### src/rtl/baud_pkg.sv
// Shared baud-rate constants and half-divisor math for the UART
// baud generators (receiver 16x, transmitter 1x).
package baud_pkg;

  localparam logic [1:0] BAUD_2400  = 2'b00;
  localparam logic [1:0] BAUD_4800  = 2'b01;
  localparam logic [1:0] BAUD_9600  = 2'b10;
  localparam logic [1:0] BAUD_19200 = 2'b11;

  // H = floor(round(f / (rate * os)) / 2), evaluated at elaboration
  function automatic int unsigned baud_half(
    input int unsigned clk_freq,
    input logic [1:0]  code,
    input int unsigned os
  );
    longint unsigned rate;
    longint unsigned div;
    longint unsigned n;
    case (code)
      BAUD_2400: rate = 64'd2400;
      BAUD_4800: rate = 64'd4800;
      BAUD_9600: rate = 64'd9600;
      default:   rate = 64'd19200;
    endcase
    div = rate * 64'(os);
    n   = (64'(clk_freq) + (div >> 1)) / div;
    return 32'(n >> 1);
  endfunction

endpackage

### src/rtl/baud_divider.sv
// Free-running half-period counter plus toggle flop; the half
// count (minus one) is a runtime input so the rate can change live.
module baud_divider #(
  parameter int unsigned CW = 12
) (
  input  logic          clk,
  input  logic          rst,
  input  logic [CW-1:0] half_m1_i,
  output logic          clk_o,
  output logic          tick_o
);

  logic [CW-1:0] cnt_q, cnt_d;
  logic          tog_q, tog_d;
  logic          wrap;

  // >= so a drop to a faster rate never leaves the count stranded
  assign wrap = (cnt_q >= half_m1_i);

  always_comb begin
    cnt_d = cnt_q + CW'(1);
    tog_d = tog_q;
    if (wrap) begin
      cnt_d = '0;
      tog_d = ~tog_q;
    end
  end

  always_ff @(posedge clk or negedge rst) begin
    if (!rst) begin
      cnt_q <= '0;
      tog_q <= 1'b0;
    end else begin
      cnt_q <= cnt_d;
      tog_q <= tog_d;
    end
  end

  assign clk_o  = tog_q;
  assign tick_o = wrap & ~tog_q;

endmodule

### src/rtl/baud_gen_r.sv
// Receiver baud clock: square wave at rate x OVERSAMPLE.
// Optional baud_tick output under BAUD_GEN_R_TICK_EN.
module baud_gen_r
  import baud_pkg::*;
#(
  parameter int unsigned CLK_FREQ   = 200_000_000,
  parameter int unsigned OVERSAMPLE = 16
) (
  input  logic       clk,
  input  logic       rst,
  input  logic [1:0] baud_rate,
`ifdef BAUD_GEN_R_TICK_EN
  output logic       baud_tick,
`endif
  output logic       baud_clk
);

  localparam int unsigned H0 =
    baud_half(CLK_FREQ, BAUD_2400, OVERSAMPLE);
  localparam int unsigned H1 =
    baud_half(CLK_FREQ, BAUD_4800, OVERSAMPLE);
  localparam int unsigned H2 =
    baud_half(CLK_FREQ, BAUD_9600, OVERSAMPLE);
  localparam int unsigned H3 =
    baud_half(CLK_FREQ, BAUD_19200, OVERSAMPLE);

  localparam int unsigned HA = (H0 > H1) ? H0 : H1;
  localparam int unsigned HB = (H2 > H3) ? H2 : H3;
  localparam int unsigned HMAX = (HA > HB) ? HA : HB;
  localparam int unsigned CW =
    (HMAX > 1) ? $clog2(HMAX) : 1;

  logic [CW-1:0] half_m1;
  logic          tick;

  always_comb begin
    half_m1 = CW'(H3 - 1);
    unique case (baud_rate)
      BAUD_2400:  half_m1 = CW'(H0 - 1);
      BAUD_4800:  half_m1 = CW'(H1 - 1);
      BAUD_9600:  half_m1 = CW'(H2 - 1);
      BAUD_19200: half_m1 = CW'(H3 - 1);
    endcase
  end

  baud_divider #(
    .CW (CW)
  ) u_div (
    .clk       (clk),
    .rst       (rst),
    .half_m1_i (half_m1),
    .clk_o     (baud_clk),
    .tick_o    (tick)
  );

`ifdef BAUD_GEN_R_TICK_EN
  assign baud_tick = tick;
`else
  logic unused_tick;
  assign unused_tick = tick;
`endif

endmodule

### config.mk
export PLATFORM = sky130hd
export DESIGN_NAME = baud_gen_r
export DESIGN_NICKNAME = d
export VERILOG_FILES = /design/src/rtl/baud_pkg.sv /design/src/rtl/baud_divider.sv /design/src/rtl/baud_gen_r.sv
export SDC_FILE = /design/constraint.sdc
export NUM_CORES = 1
export LEC_CHECK = 0
export BUFFER_PORTS_ARGS = -buffer_cell sky130_fd_sc_hd__buf_2
export CORE_UTILIZATION = 35
export CTS_CLUSTER_DIAMETER = 30
export DETAILED_ROUTE_END_ITERATION = 8
export GPL_TIMING_DRIVEN = 0
export PLACE_DENSITY = 0.53
export SLEW_MARGIN = 20
export SYNTH_ARGS = -nofsm -noshare
export SYNTH_HDL_FRONTEND = slang
export SYNTH_SLANG_ARGS = --single-unit
### constraint.sdc
create_clock -name clk -period 4.22 [get_ports clk]
set_clock_uncertainty 0.1 [all_clocks]
set_input_delay 0.844 -clock clk [delete_from_list [all_inputs] [get_ports clk]]
set_output_delay 0.844 -clock clk [all_outputs]
set_load 0.02 [all_outputs]
==> summary.txt <==
Final layout
  – Nets: 118
  – FILL cells: 232
  – Layout cell share with drive strength beyond 1: 0.120
  – Flip-flop and latch area: 325 sq um
  – Area Growth Syn to Fin: 9.43%
  – Antenna fix cells: 0
  – Multi-input logic area: 498 sq um
  – Finished Core Util: 0.415

Yosys
  – Post-synth top area cell: dfrtp_1
  – Synth Instances: 92
  – Yosys warning total: 0
  – Post-synthesis cell type count: 23
  – Fraction of registers with async set/reset: 1.00
  – Yosys reg bits: 13
  – Commonest register cell after synthesis: dfrtp_1
  – Mean post-synth cell area: 9.37 sq um
  – EDFF count, synth: 0
  – Most numerous cell in the Yosys netlist: nor2_1
  – Syn Nets: 109
  – Post-Syn Area: 862 sq um
  – Largest cells by area after synthesis: dfrtp_1 38%, ha_1 19%, xor2_1 8.1%
  – Post-synth top area share: 0.377
  – Synth top cells by count: 15 x nor2_1, 13 x dfrtp_1, 13 x ha_1, 10 x nand2_1
  – Post-synthesis sequential area ratio: 0.377

Critical path
  – CP Class: input port to flip-flop
  – Required time of the critical path: 4.33 ns
  – Startpoint types: input port
  – Reg-to-Reg End: u_div.cnt_q[9]$_DFF_PN0_
  – R2r startpoint: u_div.cnt_q[0]$_DFF_PN0_
  – Critical path startpoint: baud_rate[1]
  – FF-to-FF setup slack: 1.92 ns
  – Critical path arrival: 2.66 ns
  – CP Capture Type: flip-flop
  – CP max FO: 10
  – Worst reg-to-reg path cell count: 9

CTS
  – Inserted Clock Buffers: 3
  – # hold bufs at CTS: 0
  – CTS max path bufs: 2
  – Root buffer cell: clkbuf_4
  – CTS tree: done
  – Worst skew pair latency: 0.27 ns
  – H-Tree Depth: 1
  – Post-CTS Setup Repair Bufs: 0
  – Clock transition at path regs: 0.08 ns
  – Clock sinks: 13
  – Post-CTS sizing: 0

GRT
  – Largest net degree at the start of global routing: 14
  – First-pass GRT wire length: 2.66 mm
  – Total Routing Usage GR: 0.135
  – Antenna violations before repair: 0
  – Vias in the first global route: 623
  – GRT overflow: 0

STA
  – Fin. Hold Viols: 0
  – Max Clk Rate: 0.392 GHz
  – Hold slack: 0.340 ns
  – RSZ-0062 raised after global routing: no
  – Final period util: 0.604
  – Fin. max-slew vios: 0
  – Worst slew margin: 0.712
  – Final setup violating endpoints: 0
  – TNS Setup: 0 ns
  – Min cycle time layout: 2.55 ns
  – PnR worst setup slack: 1.67 ns
  – Worst-margin pin slew: 0.429 ns

Power
  – Power Dens Cells: 501 mW/mm^2
  – LEAKAGE: 0.475 nW
  – Max VDD drop: 0.391 mV
  – Tot Pwr: 0.000473 W

Route
  – Residual DRC: 0
  – DR vias/cell: 4.93
  – Wire per inst: 12.2 microns
  – Antenna-violating nets left: 0
  – DR iter-0 viols: 6
  – Vias: 631
  – WL final: 1.56 mm
  – Drt first pass iters: 4

Floorplanning
  – Die ar.: 0.00267 sq mm
  – I/O pin count: 5
  – Die Wd: 51.6 microns
  – Core area: 0.00228 sq mm
  – Die Y: 51.6 microns
  – FP Rows: 17
  – Initial Utilization: 0.379

Outcome
  – Outcome: finished, final reports clean

Placement
  – Post-DP HPWL: 1.18 mm
  – PortBufs: 4
  – Dpl ws: 1.39 ns
  – Routability cong.: 0.725

Flow run
  – Max-Cap Viols: 0

Worst hold path
  – HP Class: input port to async pin
==> stage by stage <==
stage	std cells	area, sq um
2_1_floorplan	92	862
3_3_place_gp	124	917
3_5_place_dp	124	917
4_1_cts	128	943
5_1_grt	128	943
6_report	128	943
==> cell usage in the layout (no fill, tap or decap) <==
cell,netlist,final
nor2_1,15,15
ha_1,13,13
dfrtp_1,13,13
nand2_1,10,10
nand3_1,8,8
xor2_1,8,8
inv_1,5,5
buf_2,1,5
a21oi_1,3,3
xnor2_1,3,3
clkbuf_4,0,3
clkbuf_1,1,2
o21ai_0,1,1
nand2b_4,1,1
a2111oi_2,1,1
and4_1,1,1
a2111oi_0,1,1
a21o_1,1,1
o211ai_1,1,1
or3_1,1,1
buf_6,1,1
and3_1,1,1
nor3_1,1,1
or2_2,1,1
==> report_power, final <==
part / total (W) / internal (W) / switching [W]
Combinational: 0.000181 / 0.0000881 / 0.0000932
Sequential: 0.000214 / 0.000164 / 0.0000500
Clock: 0.0000773 / 0.0000367 / 0.0000407
==> layout make-up <==
cell class,count,share of cell area
buffer,3,0.0212
clock buffer,4,0.0279
inverter,5,0.0199
multi-input combinational,71,0.528
sequential,13,0.345
tap,28,0.0371
timing repair buffer,4,0.0212
==> routing by layer <==
metal	global-route usage	vias up	wire, microns
li1	-	326	-
met1	0.171	293	806
met2	0.225	10	693
met3	0.0175	2	40
met4	0.0676	0	15
met5	0	-	0
==> flip-flops by register name, summed over array words and instances (netlist names) <==
signal,flops
u_div.cnt_q,12
u_div.clk_o,1
==> kinds of logic after synthesis <==
kind of cell             after synthesis  share of synthesized area
XOR/XNOR                              11                      0.112
AND/OR/NAND/NOR                       39                      0.209
buffers and inverters                  8                     0.0450
AO/OA/AOI/OAI                          8                     0.0682
flip-flops                            13                      0.377
adder cells (fa/ha/maj)               13                      0.189
==> worst max-delay path by stage <==
stage,endpoint,slack (ns),cells past startpoint
final,u_div.cnt_q[9]$_DFF_PN0_,1.67,10
after CTS,u_div.cnt_q[10]$_DFF_PN0_,1.66,10
after floorplan,u_div.cnt_q[7]$_DFF_PN0_,1.63,9
after global placement,u_div.cnt_q[6]$_DFF_PN0_,1.36,11
after global routing,u_div.cnt_q[3]$_DFF_PN0_,1.51,11
after detailed placement,u_div.cnt_q[5]$_DFF_PN0_,1.39,10
==> worst max-delay path: stages <==
cell,delay (ns)
buf_2,0.10
inv_1,0.07
ha_1,0.28
nand2b_4,0.14
a2111oi_2,0.34
a2111oi_0,0.10
or3_1,0.38
buf_2,0.16
buf_6,0.14
nor2_1,0.10
No activity file was read; power rests on OpenSTA's default activity.
